==> config.mk <==
export PLATFORM = sky130hd
export DESIGN_NAME = hazard_ctrl
export DESIGN_NICKNAME = d
export VERILOG_FILES = /design/src/rtl/pipe_pkg.sv /design/src/rtl/hazard_detect.sv /design/src/rtl/hazard_ctrl.sv
export SDC_FILE = /design/constraint.sdc
export NUM_CORES = 1
export LEC_CHECK = 0
export ABC_CLOCK_PERIOD_IN_PS = 3350
export CAP_MARGIN = 5
export CORE_MARGIN = 5
export CORE_UTILIZATION = 46
export CTS_CLUSTER_DIAMETER = 60
export CTS_CLUSTER_SIZE = 16
export DETAILED_ROUTE_END_ITERATION = 8
export GPL_TIMING_DRIVEN = 0
export HOLD_SLACK_MARGIN = 0.12
export PLACE_DENSITY = 0.8
export SETUP_SLACK_MARGIN = 0.15
export SLEW_MARGIN = 20
export SYNTH_ARGS = -nofsm -noshare
export SYNTH_HDL_FRONTEND = slang
export SYNTH_SLANG_ARGS = --single-unit
export TNS_END_PERCENT = 20
==> constraint.sdc <==
create_clock -name clk_i -period 3.35 [get_ports clk_i]
set_input_delay 1.005 -clock clk_i [delete_from_list [all_inputs] [get_ports clk_i]]
set_output_delay 1.005 -clock clk_i [all_outputs]
set_load 0.02 [all_outputs]
==> src/rtl/pipe_pkg.sv <==
// ---------------------------------------------------------------------------
// pipe_pkg
// Shared definitions for the 5-stage core pipeline control.
//   hz_state_t     : hazard controller FSM states
//   PCSRC_*        : encodings of the PC select coming from ID
//   BUB_W          : width of a bubble count (0..2 bubbles)
//   reg_hit()      : register-dependency test between a consumer and a producer
// ---------------------------------------------------------------------------
package pipe_pkg;

   typedef enum logic [1:0] {
      RUN   = 2'd0,
      STALL = 2'd1,
      MWAIT = 2'd2
   } hz_state_t;

   localparam logic [1:0] PCSRC_PLUS4  = 2'b00;
   localparam logic [1:0] PCSRC_PCIMM  = 2'b01;
   localparam logic [1:0] PCSRC_REGIMM = 2'b10;

   localparam int unsigned BUB_W = 2;

   localparam logic [BUB_W-1:0] BUB_ZERO = 2'd0;
   localparam logic [BUB_W-1:0] BUB_ONE  = 2'd1;
   localparam logic [BUB_W-1:0] BUB_TWO  = 2'd2;

   // A consumer register depends on a producer when it is actually read, is
   // not x0, and the producer writes that same register.
   function automatic logic reg_hit(input logic       use_i,
                                    input logic [4:0] rs_i,
                                    input logic       wr_i,
                                    input logic [4:0] rd_i);
      return use_i && (rs_i != 5'd0) && wr_i && (rd_i == rs_i);
   endfunction

endpackage

==> src/rtl/hazard_detect.sv <==
// ---------------------------------------------------------------------------
// hazard_detect
// Combinational: number of bubbles the ID instruction needs right now.
// Ports:
//   rs1_i, rs2_i, useRs1_i, useRs2_i : ID source operands and their use
//   Branch_i, Ret_i                  : ID needs its operands in ID
//   rdEX_i, RegWriteEX_i, MemReadEX_i   : EX producer
//   rdMEM_i, RegWriteMEM_i, MemReadMEM_i: MEM producer
//   n_o                              : required bubble count (0, 1 or 2)
// ---------------------------------------------------------------------------
module hazard_detect
   import pipe_pkg::*;
(
   input  logic [4:0]       rs1_i,
   input  logic [4:0]       rs2_i,
   input  logic             useRs1_i,
   input  logic             useRs2_i,
   input  logic             Branch_i,
   input  logic             Ret_i,
   input  logic [4:0]       rdEX_i,
   input  logic             RegWriteEX_i,
   input  logic             MemReadEX_i,
   input  logic [4:0]       rdMEM_i,
   input  logic             RegWriteMEM_i,
   input  logic             MemReadMEM_i,
   output logic [BUB_W-1:0] n_o
);

   logic hit_ex_s;
   logic hit_mem_s;
   logic id_resolve_s;

   assign hit_ex_s  = reg_hit(useRs1_i, rs1_i, RegWriteEX_i, rdEX_i) ||
                      reg_hit(useRs2_i, rs2_i, RegWriteEX_i, rdEX_i);
   assign hit_mem_s = reg_hit(useRs1_i, rs1_i, RegWriteMEM_i, rdMEM_i) ||
                      reg_hit(useRs2_i, rs2_i, RegWriteMEM_i, rdMEM_i);
   assign id_resolve_s = Branch_i || Ret_i;

   // Bubble count in priority order. ALU results in MEM are forwarded, so
   // only a load in MEM stalls an ID-resolved branch.
   always_comb begin
      n_o = BUB_ZERO;
      if (id_resolve_s && hit_ex_s && MemReadEX_i) begin
         n_o = BUB_TWO;
      end else if (id_resolve_s && hit_ex_s) begin
         n_o = BUB_ONE;
      end else if (id_resolve_s && hit_mem_s && MemReadMEM_i) begin
         n_o = BUB_ONE;
      end else if (hit_ex_s && MemReadEX_i) begin
         n_o = BUB_ONE;
      end else begin
         n_o = BUB_ZERO;
      end
   end

endmodule

==> src/rtl/hazard_ctrl.sv <==
// ---------------------------------------------------------------------------
// hazard_ctrl
// Pipeline advance/stall/bubble/flush controller for the 5-stage core.
// Ports:
//   clk_i, rst_n_i        : clock, synchronous active-low reset
//   rs*/useRs*/Branch/Ret : ID instruction operand info
//   IF_PCsrc_i            : PC select from ID (non-zero means redirect)
//   rd/RegWrite/MemRead EX, MEM : producers in EX and MEM
//   memBusy_i             : data memory wait, freezes everything
//   PCWrite_o, IFIDWrite_o, pipeWrite_o : register enables
//   controlZeroSel_o      : zero ID controls (bubble)
//   IFIDFlush_o           : clear IF/ID to a NOP
//   stallCnt_o, flushCnt_o: saturating bubble / flush counters
// Outputs are combinational from state and inputs so a hazard bubbles in the
// very cycle it is seen.
// ---------------------------------------------------------------------------
module hazard_ctrl
   import pipe_pkg::*;
#(
   parameter int unsigned CNT_W = 16
)(
   input  logic             clk_i,
   input  logic             rst_n_i,
   input  logic [4:0]       rs1_i,
   input  logic [4:0]       rs2_i,
   input  logic             useRs1_i,
   input  logic             useRs2_i,
   input  logic             Branch_i,
   input  logic             Ret_i,
   input  logic [1:0]       IF_PCsrc_i,
   input  logic [4:0]       rdEX_i,
   input  logic             RegWriteEX_i,
   input  logic             MemReadEX_i,
   input  logic [4:0]       rdMEM_i,
   input  logic             RegWriteMEM_i,
   input  logic             MemReadMEM_i,
   input  logic             memBusy_i,
   output logic             PCWrite_o,
   output logic             IFIDWrite_o,
   output logic             pipeWrite_o,
   output logic             controlZeroSel_o,
   output logic             IFIDFlush_o,
   output logic [CNT_W-1:0] stallCnt_o,
   output logic [CNT_W-1:0] flushCnt_o
);

   localparam logic [CNT_W-1:0] CNT_MAX = {CNT_W{1'b1}};
   localparam logic [CNT_W-1:0] CNT_ONE = {{(CNT_W-1){1'b0}}, 1'b1};

   hz_state_t        state_q, state_d;
   hz_state_t        ret_q, ret_d;
   hz_state_t        act_state_s;
   logic [BUB_W-1:0] remain_q, remain_d;
   logic [CNT_W-1:0] stall_cnt_q, flush_cnt_q;
   logic [BUB_W-1:0] n_s;
   logic             bubble_s;
   logic             advance_s;
   logic             flush_s;

   hazard_detect u_detect (
      .rs1_i         (rs1_i),
      .rs2_i         (rs2_i),
      .useRs1_i      (useRs1_i),
      .useRs2_i      (useRs2_i),
      .Branch_i      (Branch_i),
      .Ret_i         (Ret_i),
      .rdEX_i        (rdEX_i),
      .RegWriteEX_i  (RegWriteEX_i),
      .MemReadEX_i   (MemReadEX_i),
      .rdMEM_i       (rdMEM_i),
      .RegWriteMEM_i (RegWriteMEM_i),
      .MemReadMEM_i  (MemReadMEM_i),
      .n_o           (n_s)
   );

   // Next-state and cycle action (freeze / bubble / advance).
   always_comb begin
      state_d     = state_q;
      ret_d       = ret_q;
      remain_d    = remain_q;
      act_state_s = state_q;
      bubble_s    = 1'b0;
      advance_s   = 1'b0;
      flush_s     = 1'b0;
      if (!rst_n_i) begin
         state_d  = RUN;
         ret_d    = RUN;
         remain_d = BUB_ZERO;
      end else if (memBusy_i) begin
         // Freeze; remember where to resume unless already waiting.
         state_d = MWAIT;
         if (state_q != MWAIT) begin
            ret_d = state_q;
         end else begin
            ret_d = ret_q;
         end
      end else begin
         // Leaving MWAIT behaves exactly like the saved state would.
         if (state_q == MWAIT) begin
            act_state_s = ret_q;
         end else begin
            act_state_s = state_q;
         end
         case (act_state_s)
            STALL: begin
               bubble_s = 1'b1;
               remain_d = remain_q - BUB_ONE;
               if (remain_q == BUB_ONE) begin
                  state_d = RUN;
               end else begin
                  state_d = STALL;
               end
            end
            RUN: begin
               if (n_s != BUB_ZERO) begin
                  bubble_s = 1'b1;
                  if (n_s == BUB_TWO) begin
                     remain_d = BUB_ONE;
                     state_d  = STALL;
                  end else begin
                     state_d  = RUN;
                  end
               end else begin
                  advance_s = 1'b1;
                  flush_s   = (IF_PCsrc_i != PCSRC_PLUS4);
                  state_d   = RUN;
               end
            end
            default: begin
               state_d = RUN;
            end
         endcase
      end
   end

   // Output decode of the cycle action; reset forces a flushed, zeroed front end.
   always_comb begin
      PCWrite_o        = 1'b0;
      IFIDWrite_o      = 1'b0;
      pipeWrite_o      = 1'b0;
      controlZeroSel_o = 1'b0;
      IFIDFlush_o      = 1'b0;
      if (!rst_n_i) begin
         controlZeroSel_o = 1'b1;
         IFIDFlush_o      = 1'b1;
      end else if (bubble_s) begin
         pipeWrite_o      = 1'b1;
         controlZeroSel_o = 1'b1;
      end else if (advance_s) begin
         PCWrite_o   = 1'b1;
         IFIDWrite_o = 1'b1;
         pipeWrite_o = 1'b1;
         IFIDFlush_o = flush_s;
      end else begin
         PCWrite_o = 1'b0;
      end
   end

   // FSM state, pending bubble count and return state.
   always_ff @(posedge clk_i) begin
      if (!rst_n_i) begin
         state_q  <= RUN;
         ret_q    <= RUN;
         remain_q <= BUB_ZERO;
      end else begin
         state_q  <= state_d;
         ret_q    <= ret_d;
         remain_q <= remain_d;
      end
   end

   // Saturating performance counters.
   always_ff @(posedge clk_i) begin
      if (!rst_n_i) begin
         stall_cnt_q <= {CNT_W{1'b0}};
         flush_cnt_q <= {CNT_W{1'b0}};
      end else begin
         if (bubble_s && (stall_cnt_q != CNT_MAX)) begin
            stall_cnt_q <= stall_cnt_q + CNT_ONE;
         end
         if (flush_s && (flush_cnt_q != CNT_MAX)) begin
            flush_cnt_q <= flush_cnt_q + CNT_ONE;
         end
      end
   end

   assign stallCnt_o = stall_cnt_q;
   assign flushCnt_o = flush_cnt_q;

endmodule

# == Word-level counts from Yosys, hierarchy flattened ==
# Cells that the tools add are included.
# classes
n_addsub,3
eq_ne,13
n_mux,37
n_bitwise,2
n_reduce_logical,29
# ops
operator,n
$add A16 B1 Y16 const B,2
$ne A16 B16 Y1 const B,2
$mux W1,24
$eq A5 B5 Y1,4
$mux W2,10
$logic_and A1 B1 Y1,17
$reduce_bool A5 Y1,2
$pmux W2 S2,2
$ne A2 B2 Y1 const B,3
$reduce_bool A2 Y1,3
$eq A2 B1 Y1 const B,2
$eq A2 B2 Y1 const B,2
$reduce_and A4 Y1,1
$logic_or A1 B1 Y1,3
$logic_not A2 Y1,1
$not A1 Y1,2
$pmux W1 S2,1
$reduce_and A2 Y1,1
$reduce_or A2 Y1,1
$sub A2 B1 Y2 const B,1
# word_totals
reg_bits,38
in_bits,33
out_inout_bits,37

# == Logic depth before layout (Yosys ltp) ==
# depth
depth_word,18
ltp_mapped,9
mapped_depth_nobuf,7

# == Modules after synthesis ==
# From an unflattened synthesis, not the netlist that was laid out.
# unflattened
cells_unflattened,264
area_unflattened_um2,2255.9
# modules_own_cells
module,instances,cells_per_inst,area_per_inst_um2,seq_area_each_um2
hazard_ctrl,1,223,1946.9,760.7
hazard_detect,1,41,309.0,0.0

# == Worst setup path after synthesis ==
# OpenSTA, ideal clock, no wires.
# synth_timing
path_type,input port to output port
start,in rs2_i[0]
end,out IFIDFlush_o
arrival_ns,2.657
t_required_ns,2.345
path_slack_ns,-0.312
cell_stages,6
path_buffers,0
cell_sequence,or4_1 > o21a_1 > nand4_1 > and3_4 > nand2_1 > o31ai_1
# synth_between
elab_chain_len,18
# synth_lines
item,line,text
start: declaration,hazard_ctrl.sv:25,"input logic [4:0] rs2_i,"
$reduce_bool A5 Y1,pipe_pkg.sv:33,return use_i && (rs_i != 5'd0) && wr_i && (rd_i == rs_i);
$logic_and A1 B1 Y1 (3 in series),pipe_pkg.sv:33,
"$logic_or A1 B1 Y1, on equally long branches","hazard_detect.sv:33, hazard_detect.sv:35",
"$logic_and A1 B1 Y1, on equally long branches","hazard_detect.sv:49, hazard_detect.sv:47",
$mux W1 / $logic_and A1 B1 Y1 (equally long branches),"hazard_detect.sv:49, hazard_detect.sv:47",
$mux W2,hazard_detect.sv:47,end else if (id_resolve_s && hit_mem_s && MemReadMEM_i) begin
$mux W2,hazard_detect.sv:45,end else if (id_resolve_s && hit_ex_s) begin
$mux W2 *,hazard_detect.sv:43,if (id_resolve_s && hit_ex_s && MemReadEX_i) begin
$reduce_bool A2 Y1 *,hazard_ctrl.sv:115,if (n_s != BUB_ZERO) begin
$mux W1,hazard_ctrl.sv:115,
$mux W1,hazard_ctrl.sv:104,case (act_state_s)
$mux W1,hazard_ctrl.sv:89,end else if (memBusy_i) begin
$mux W1,hazard_ctrl.sv:85,if (!rst_n_i) begin
$mux W1,hazard_ctrl.sv:149,end else if (advance_s) begin
$mux W1 *,hazard_ctrl.sv:146,end else if (bubble_s) begin
$mux W1 *,hazard_ctrl.sv:143,if (!rst_n_i) begin
end: declaration,hazard_ctrl.sv:42,"output logic IFIDFlush_o,"
# Every way passes the cells marked *; elsewhere a longest branch is shown, timed or not.

# == Worst setup path after layout ==
# layout_timing
start,in rs2_i[2]
end,out IFIDFlush_o
# The elaborated chain is that of the path after synthesis.

==> metrics.md <==
| Metric | Value |
|---|---|
| Status | complete, but fails checks |
| Violated checks | negative setup slack |
| Initial antenna violation count | 0 |
| Routed WL per cell | 17.43 microns |
| VDD IR-drop max | 0.2433 mV |
| Post-synth EDFFs | 0 |
| Routed via count | 2481 |
| Clock transition at path regs | 70 ps |
| Number of synthesized register bits | 38 |
| Die height | 79.11 microns |
| Setup crit end kind | output port |
| CP startpoint kind | primary input |
| Starting Density | 0.4683 |
| Critical Path AT | 2640 ps |
| Commonest cells post-synth | 38 x dfxtp_1, 23 x a21oi_1, 23 x nand2_1 |
| Final instance area | 3416 sq um |
| Final Setup Violations | 16 |
| Antenna cells | 0 |
| Final Hold Violating Endpoints | 0 |
| IO Pins | 70 |
| Root Buffer | clkbuf_8 |
| Post-route minimum period | 3640 ps |
| Htree depth | 2 |
| GR Util All Layers | 0.2218 |
| Multi-input gate area | 1540 sq um |
| Avg Synthesized Cell Area | 8.450 sq um |
| Predominant post-synthesis flop cell | dfxtp_1 |
| Area Overhead vs Synth | 55.47% |
| Via density | 6.007 |
| Net Count, Synth | 296 |
| Slew headroom | 0.5840 |
| P_leak | 0.001268 uW |
| Setup ws final | -290.2 ps |
| Global-route wire length before repair | 11.17 mm |
| Drt pass-1 iters | 4 |
| Sequential share of the synthesized area | 0.3462 |
| Fin util | 0.7280 |
| Worst-Skew Late Latency | 290 ps |
| Largest net degree at the start of global routing | 12 |
| Post-route ant nets | 0 |
| DRC | 0 |
| Synth top area cells | dfxtp_1 35%, xor2_1 6.4%, a21oi_1 5.2% |
| CTS Buf Count | 5 |
| Highest Clock Rate | 274.7 MHz |
| DIE AREA | 6258 sq um |
| # rows | 25 |
| Dominant cell type by area after synthesis | dfxtp_1 |
| Synth cell types | 45 |
| Most frequent cell after synthesis | dfxtp_1 |
| Ys async rst share | 0 |
| Worst slew pin tran | 624.0 ps |
| Crit path max fanout | 3 |
| Gp weighted congestion | 0.8246 |
| Grt ovf | 0 |
| Setup WS pre-CTS | -1140 ps |
| Die Span X | 79.11 microns |
| DPL Wire Length | 4.733 mm |
| Pwr/cell area | 273.2 nW/um^2 |
| Setup Skew | 5.833 ps |
| Netlist Area Pre-Place | 2197 sq um |
| Storage element area | 760.7 sq um |
| Hold_ws | 458.7 ps |
| Port Buffer Count | 68 |
| Fill count | 344 |
| Initial DRC count | 186 |
| Post-Synthesis Cells | 260 |
| CP required | 2340 ps |
| Synth top area share | 0.3462 |
| HP Class | flop to flop |
| Yosys warnings | 0 |
| Clk sink count | 38 |
| RSZ-0062 raised after global routing | yes |
| Final net count | 394 |
| Core area | 4692 sq um |
| Post-DP Area | 2978 sq um |
| CTS tree | done |
| Hold_buf cts | 0 |
| Vias in the first global route | 2422 |
| Clk buf depth | 2 |
| Maxcap violations | 0 |
| Total Wirelength | 7.199 mm |
| Critical path type | primary input to output port |
| Proportion of layout cells with a drive suffix above 1 | 0.2618 |
| Max Slew Vio Count | 0 |
| Final period util | 1.087 |
cells by family after synthesis:
kind of cell    after synthesis  share of synthesized area
mux                           7                    0.03189
flops                        38                     0.3462
fa+ha+maj                     3                    0.01709
buf+inv                      16                    0.03815
simple gates                105                     0.2705
xor+xnor                     23                    0.09168
compound gates               68                     0.2044
final cells by class:
cell class | count | share of cell area
tap | 54 | 0.01978
sequential | 38 | 0.2227
multi-input combinational | 206 | 0.4509
inverter | 6 | 0.006593
clock inverter | 1 | 0.001465
clock buffer | 7 | 0.02527
timing repair buffer | 91 | 0.2505
buffer | 10 | 0.02271
placed cells by master (no fill, tap or decap), types with 7 or more instances in the layout:
cell / netlist / layout
a21oi_1: 23 / 17
buf_6: 2 / 19
or4_1: 13 / 7
buf_4: 2 / 16
xor2_1: 16 / 13
mux2i_1: 7 / 7
clkdlybuf4s50_1: 0 / 38
nand3_1: 11 / 10
nand2_1: 23 / 21
o21ai_1: 9 / 8
nor2_1: 14 / 12
dfxtp_1: 38 / 38
xnor2_1: 7 / 7
o31ai_1: 14 / 12
nand4_1: 10 / 10
buf_2: 1 / 10
power by group:
part / switching (uW) / internal [uW] / leakage (uW) / total [uW]
Combinational: 74.8 / 69.5 / 0.000914 / 144
Clock: 166 / 166 / 0.0000482 / 332
Sequential: 3.27 / 454 / 0.000306 / 457
Total: 244 / 689 / 0.00127 / 933
timing repair:
action / CTS / global route
pin swaps: 22 / 18
setup buffers: 18 / 5
resized for setup: 125 / 39
endpoints found under the setup margin: 9 / 21
worst max-delay path, stage by stage:
cell     delay [ps]
buf_8           100
or4_1           530
o21a_1          230
nand4_1         120
and3_4          220
nand2_4          80
o31ai_4         190
buf_6           150
path summary, 6_finish.rpt:
path	end	cells past startpoint	slack, ps	startpoint
max	IFIDFlush_o	8	-290	rs2_i[2]
min	remain_q[1]	2	460	remain_q[1]
max reg2reg	flushCnt_o[1]	9	1110	flushCnt_o[3]
min reg2reg	remain_q[1]	2	460	remain_q[1]
stage by stage:
stage                     cells  setup TNS, ps  power [uW]
after global routing        413          -2999       967.7
final                       413          -1943       933.2
after detailed placement    382          -7850       596.5
after floorplan             260         -39.87       526.0
after CTS                   408          -1085       918.7
after global placement      382          -6315       594.0
routing by layer:
metal  track usage  share of wire  vias to the layer above
met5             0              0                        -
met4       0.06357          0.026                        0
met3       0.04422          0.060                       19
met2        0.3889           0.50                      100
met1        0.2740           0.41                     1185
li1              -              -                     1177
sequential cells by signal (all words and copies together), names as in the netlist:
name and cells:
ret_q 2, remain_q 2, flushCnt_o 16, stallCnt_o 16, state_q 2
Note: power is estimated with default switching activity, not from simulation.
